<file path="config.mk">
export PLATFORM = sky130hd
export DESIGN_NAME = tri_streamer
export DESIGN_NICKNAME = d
export VERILOG_FILES = /design/src/rtl/tri_pkg.sv /design/src/rtl/rd_lat_pipe.sv /design/src/rtl/tri_streamer.sv
export SDC_FILE = /design/constraint.sdc
export NUM_CORES = 1
export LEC_CHECK = 0
export CAP_MARGIN = 10
export CORE_MARGIN = 10
export CORE_UTILIZATION = 33
export CTS_CLUSTER_DIAMETER = 150
export DETAILED_ROUTE_END_ITERATION = 8
export PLACE_DENSITY = 0.64
export SYNTH_ARGS = -nofsm -noshare
export SYNTH_HDL_FRONTEND = slang
export SYNTH_HIERARCHICAL = 1
export SYNTH_SLANG_ARGS = --single-unit
</file>
<file path="constraint.sdc">
create_clock -name clk_in -period 1.8 [get_ports clk_in]
set_input_delay 0.54 -clock clk_in [delete_from_list [all_inputs] [get_ports clk_in]]
set_output_delay 0.54 -clock clk_in [all_outputs]
set_load 0.02 [all_outputs]
</file>
<file path="src/rtl/tri_pkg.sv">
// Shared types and constants for the rasterizer triangle streamer.
// The vertex layout puts x in the most significant field.
package tri_pkg;

  localparam int COORD_W = 9;

  typedef logic [2:0][COORD_W-1:0] vertex_t;

  localparam int X_IDX = 2;
  localparam int Y_IDX = 1;
  localparam int Z_IDX = 0;

  // Return tags: 0 marks the index-table read, 1..3 the vertex slots.
  typedef logic [1:0] slot_t;
  localparam slot_t SLOT_IDX = 2'd0;
  localparam slot_t SLOT_V3  = 2'd3;

  typedef struct packed {
    logic  valid;
    slot_t tag;
  } lat_ent_t;

  typedef enum logic [2:0] {
    IDLE,
    FETCH_IDX,
    WAIT_IDX,
    FETCH_VERT,
    WAIT_VERT,
    PRESENT,
    DONE
  } tri_state_t;

endpackage

</file>
<file path="src/rtl/rd_lat_pipe.sv">
// Tracks outstanding reads to a fixed-latency synchronous memory and
// raises a tagged strobe in the cycle the matching data is on the bus.
module rd_lat_pipe
  import tri_pkg::*;
#(
  parameter int READ_LAT = 2
) (
  input  logic  clk_in,
  input  logic  rst_in,
  input  logic  issue_in,
  input  slot_t tag_in,
  output logic  ret_valid_out,
  output slot_t ret_tag_out
);

  lat_ent_t stage_q [READ_LAT];

  // NOTE: this shift register is reset, unlike a data RAM, so a read that
  // was in flight when reset hit can never surface afterwards as a return.
  always_ff @(posedge clk_in or negedge rst_in) begin
    if (!rst_in) begin
      for (int i = 0; i < READ_LAT; i++) stage_q[i] <= '0;
    end else begin
      stage_q[0] <= '{valid: issue_in, tag: tag_in};
      for (int i = 1; i < READ_LAT; i++) stage_q[i] <= stage_q[i-1];
    end
  end

  assign ret_valid_out = stage_q[READ_LAT-1].valid;
  assign ret_tag_out   = stage_q[READ_LAT-1].tag;

endmodule

</file>
<file path="src/rtl/tri_streamer.sv">
// Transmit side of the rasterizer triangle interface: walks the index and
// vertex tables and presents one triangle at a time with valid/ready.
module tri_streamer #(
  parameter int NUM_TRIS  = 12,
  parameter int NUM_VERTS = 8,
  parameter int COORD_W   = 9,
  parameter int READ_LAT  = 2,
  localparam int TCW      = (NUM_TRIS > 1) ? $clog2(NUM_TRIS) : 1,
  localparam int VAW      = $clog2(NUM_VERTS)
) (
  input  logic                      clk_in,
  input  logic                      rst_in,
  input  logic                      frame_start_in,
  input  logic                      tri_ready_in,
  output logic [TCW-1:0]            idx_addr_out,
  input  logic [3*VAW-1:0]          idx_data_in,
  output logic [VAW-1:0]            vert_addr_out,
  input  logic [3*COORD_W-1:0]      vert_data_in,
  output logic [2:0][COORD_W-1:0]   vert1_out,
  output logic [2:0][COORD_W-1:0]   vert2_out,
  output logic [2:0][COORD_W-1:0]   vert3_out,
  output logic                      valid_tri_out,
  output logic                      obj_done_out,
  output logic                      busy_out
);

  import tri_pkg::*;

  tri_state_t state_q, state_d;

  logic [TCW-1:0]            tri_cnt_q;
  logic [1:0]                vcnt_q;
  logic [3*VAW-1:0]          idx_q;
  logic [VAW-1:0]            vert_addr_q;
  logic [2:0][COORD_W-1:0]   vert_word;
  logic [2:0][COORD_W-1:0]   stage1_q, stage2_q;
  logic [2:0][COORD_W-1:0]   v1_q, v2_q, v3_q;

  logic  idx_ret_valid, vert_ret_valid;
  slot_t idx_ret_tag, vert_ret_tag;
  logic  idx_ret, last_tri, transfer;

  rd_lat_pipe #(.READ_LAT(READ_LAT)) u_idx_pipe (
    .clk_in        (clk_in),
    .rst_in        (rst_in),
    .issue_in      (state_q == FETCH_IDX),
    .tag_in        (SLOT_IDX),
    .ret_valid_out (idx_ret_valid),
    .ret_tag_out   (idx_ret_tag)
  );

  rd_lat_pipe #(.READ_LAT(READ_LAT)) u_vert_pipe (
    .clk_in        (clk_in),
    .rst_in        (rst_in),
    .issue_in      (state_q == FETCH_VERT),
    .tag_in        (vcnt_q + 2'd1),
    .ret_valid_out (vert_ret_valid),
    .ret_tag_out   (vert_ret_tag)
  );

  assign idx_ret  = idx_ret_valid && (idx_ret_tag == SLOT_IDX);
  assign last_tri = (tri_cnt_q == TCW'(NUM_TRIS - 1));
  assign transfer = (state_q == PRESENT) && tri_ready_in;

  always_comb begin
    vert_word        = '0;
    vert_word[X_IDX] = vert_data_in[3*COORD_W-1 -: COORD_W];
    vert_word[Y_IDX] = vert_data_in[2*COORD_W-1 -: COORD_W];
    vert_word[Z_IDX] = vert_data_in[COORD_W-1:0];
  end

  // NOTE: every register uses <= so all flops update together at the edge;
  // blocking assignments here would make later reads see same-cycle values.
  always_ff @(posedge clk_in or negedge rst_in) begin
    if (!rst_in) state_q <= IDLE;
    else         state_q <= state_d;
  end

  // NOTE: state_d gets a default before the case so no path leaves it
  // unassigned, which would otherwise infer a latch.
  always_comb begin
    state_d = state_q;
    unique case (state_q)
      IDLE:       if (frame_start_in) state_d = FETCH_IDX;
      FETCH_IDX:  state_d = WAIT_IDX;
      WAIT_IDX:   if (idx_ret) state_d = FETCH_VERT;
      FETCH_VERT: if (vcnt_q == 2'd2) state_d = WAIT_VERT;
      WAIT_VERT:  if (vert_ret_valid && vert_ret_tag == SLOT_V3) state_d = PRESENT;
      PRESENT:    if (tri_ready_in) state_d = last_tri ? DONE : FETCH_IDX;
      DONE:       state_d = IDLE;
      default:    state_d = IDLE;
    endcase
  end

  always_comb begin
    valid_tri_out = 1'b0;
    obj_done_out  = 1'b0;
    busy_out      = 1'b1;
    unique case (state_q)
      IDLE:    busy_out      = 1'b0;
      PRESENT: valid_tri_out = 1'b1;
      DONE:    obj_done_out  = 1'b1;
      default: ;
    endcase
  end

  always_ff @(posedge clk_in or negedge rst_in) begin
    if (!rst_in) begin
      tri_cnt_q   <= '0;
      vcnt_q      <= '0;
      idx_q       <= '0;
      vert_addr_q <= '0;
      stage1_q    <= '0;
      stage2_q    <= '0;
      v1_q        <= '0;
      v2_q        <= '0;
      v3_q        <= '0;
    end else begin
      if (state_q == IDLE && frame_start_in) tri_cnt_q <= '0;
      else if (transfer && !last_tri)        tri_cnt_q <= tri_cnt_q + TCW'(1);

      vcnt_q <= (state_q == FETCH_VERT) ? vcnt_q + 2'd1 : 2'd0;

      // i1 goes out straight from the returning word; i2/i3 from the copy.
      if (idx_ret) begin
        idx_q       <= idx_data_in;
        vert_addr_q <= idx_data_in[VAW-1:0];
      end else if (state_q == FETCH_VERT) begin
        if (vcnt_q == 2'd0)      vert_addr_q <= idx_q[VAW +: VAW];
        else if (vcnt_q == 2'd1) vert_addr_q <= idx_q[2*VAW +: VAW];
      end

      // Outputs change only when the whole triangle is in, so they hold
      // the previous triangle until the new valid window opens.
      if (vert_ret_valid) begin
        unique case (vert_ret_tag)
          2'd1: stage1_q <= vert_word;
          2'd2: stage2_q <= vert_word;
          2'd3: begin
            v1_q <= stage1_q;
            v2_q <= stage2_q;
            v3_q <= vert_word;
          end
          default: ;
        endcase
      end
    end
  end

  assign idx_addr_out  = tri_cnt_q;
  assign vert_addr_out = vert_addr_q;
  assign vert1_out     = v1_q;
  assign vert2_out     = v2_q;
  assign vert3_out     = v3_q;

endmodule

</file>
==> reports/metrics.yaml <==
critPathBufInv: 1
start_util: 0.336
fin_crit_ps: 1830
finalWorstSetupSlack_ps: -26.1
cts_tree: "yes"
worstSetupPathType: "reg2out"
synth.most_common_cell: "dfrtp_1"
clock_path_buffers: 2
clk_pin_slew_ps: 60
nNetsFinal: 590
antenna_found_initial: 0
worst_pin_slew_ps: 497
ys_types: 36
ys_ff_latch: 165
track_usage: 0.112
io-pin-count: 131
cp-start-kind: "flop"
holdBufCountCts: 0
powerDensity_nw_per_um2: 1800
syn_area_um2: 6310
synth_top_area_frac: 0.654
postRouteAntennaNets: 0
place.gp.congestion: 0.808
die_w_um: 158
yosys.area.top_type: "dfrtp_1"
grt_overflow: 0
cts_sinks: 165
hp-class: "in2async"
crit_fanout: 4
max_stage_delay_ps: 420
ys_async_sr_fraction: 1.00
critPathRequiredTime_ps: 1260
drive_gt1_frac: 0.381
rows: 50
p_leak_nw: 3.98
antenna_cells: 0
cp_top_family: "flip-flops"
status: "finished with violations"
regToRegEndpoint: "idx_addr_out[2]"
final.period_utilization: 1.01
r2r_cells: 7
setup_violations: 2
violations: "negative setup slack"
htreeDepth: 4
grt_pass1_vias: 4053
insertion_delay_ps: 420
slowest_stage: "dfrtp_1"
fmax_ghz: 0.548
synth_edf_count: 0
core_area_um2: 18800
viasPerCell: 4.66
yosysWarnings: 6
finalHoldViolCount: 0
ir_worst_vdd_mv: 0.819
totalNegativeSetupSlack_ps: -49.6
first_pass_iters: 4
synth_seq_area_share: 0.654
timing.rr.start: "state_q[1]"
skew_ps: 10.2
drc: 0
die_area_um2: 25100
die_h_um: 158
grt_max_degree: 50
grt_pass1_wl_mm: 21.9
maxSlewHeadroom: 0.668
cp-end-kind: "output pin"
power.total_mw: 15.3
synth_ff_type: "dfrtp_1"
syn_inst: 393
drt_iter0_markers: 113
wl_per_cell_um: 17.5
synthToLayoutAreaGrowth_pct: 35.1
ctsRootBufferMaster: "clkbuf_16"
crit_arrival_ps: 1290
numCtsBuffers: 17
reg2reg_setup_slack_ps: 100
cap_viol_max_count: 0
netlist_top_cells_area: "dfrtp_1 65%, mux2_2 26%, buf_2 1.3%"
rsz0062_at_grt: "true"
vias: 3686
yosys-top-cells-count: "165 x dfrtp_1, 144 x mux2_2, 16 x buf_2"
portBuffers: 130
syn_avg_cell_area_um2: 16.1
crit_path_cell_trace: "nand2b_4 -> nor2_2 -> buf_6"
place_hpwl_mm: 9.63
drt_wl_total_mm: 13.9
slew_violations: 0
## cells by family (layout without fill, tap and decap cells)
family | after synthesis | after routing | share of synthesized area
other cells | 1 | 2 | 0.000594
mux | 150 | 150 | 0.267
simple gates | 32 | 32 | 0.0281
flops | 165 | 165 | 0.654
compound gates | 12 | 12 | 0.0161
fa+ha+maj | 4 | 4 | 0.00793
xor+xnor | 2 | 2 | 0.00277
buf+inv | 27 | 190 | 0.0234
## layout by cell type, fill, tap and decap left out, types with 3 or more instances in the layout
cell / Yosys / layout
dfrtp_1: 165 / 164
mux2_2: 144 / 144
dlygate4sd2_1: 0 / 86
clkdlybuf4s50_1: 0 / 38
buf_4: 5 / 20
clkbuf_16: 0 / 17
nand2_1: 8 / 8
nor2_1: 6 / 5
mux2i_1: 5 / 5
inv_1: 4 / 4
ha_1: 4 / 4
buf_6: 1 / 4
buf_12: 0 / 4
nand3b_1: 3 / 3
a21oi_1: 3 / 3
o21ai_0: 3 / 3
clkbuf_8: 0 / 3
bufinv_16: 0 / 3
## cell type report
cell class / instances / area (um^2)
Multi-Input combinational cell: 202 / 2060
Clock inverter: 8 / 124
Sequential cell: 165 / 4130
Clock buffer: 22 / 474
Fill cell: 1711 / 10200
Timing Repair Buffer: 155 / 1430
Inverter: 5 / 18.8
Tap cell: 234 / 293
## layer usage
layer,wire [um],up-vias,global-route usage
li1,-,1688,-
met5,0,-,0
met1,5790,1889,0.130
met2,6890,92,0.185
met3,981,17,0.0478
met4,188,0,0.0357
## through the flow
| step | instances | instance area [um^2] | setup WS (ps) | hold WS, ps | util |
|---|---|---|---|---|---|
| after floorplan | 394 | 6320 | 259 | 244 | - |
| after global placement | 756 | 7990 | -35.7 | 333 | 0.426 |
| after detailed placement | 756 | 7990 | -121 | 336 | 0.426 |
| after CTS | 786 | 8480 | -53.6 | 53.9 | 0.452 |
| after global routing | 791 | 8530 | -79.4 | 55.0 | 0.455 |
| final | 791 | 8530 | -26.1 | 40.8 | 0.455 |
## flip-flops by register name, summed over array words and instances, names as in the netlist, 2 cells and up
name	flops
vert2_out	27
vert1_out	27
vert3_out	27
state_q	3
stage1_q	27
u_idx_pipe/ret_tag_out	2
vcnt_q	2
idx_q	6
vert_addr_out	3
idx_addr_out	4
u_vert_pipe/ret_tag_out	2
u_idx_pipe/stage_q	3
u_vert_pipe/stage_q	3
stage2_q	27
## worst max-delay path by stage
stage,end,slack (ps),from,cells past startpoint
after detailed placement,idx_addr_out[2],-120,tri_ready_in,5
after global routing,valid_tri_out,-80,state_q[1],3
after CTS,busy_out,-50,state_q[1],4
final,valid_tri_out,-30,state_q[1],3
after global placement,valid_tri_out,-40,state_q[0],3
after floorplan,obj_done_out,260,state_q[0],2
## what timing repair did
item / CTS / global route
endpoints found under the setup margin: 91 / 5
resized for setup: 106 / 8
gates cloned: 0 / 0
pin swaps: 0 / 3
setup buffers: 0 / 5
## report_power, final
part | switching [mW] | internal, mW | total, mW
clock | 1.40 | 2.28 | 3.68
combinational | 2.64 | 2.74 | 5.38
sequential | 0.850 | 5.43 | 6.28
total | 4.89 | 10.5 | 15.3
Power figures use the tool's default switching activity.
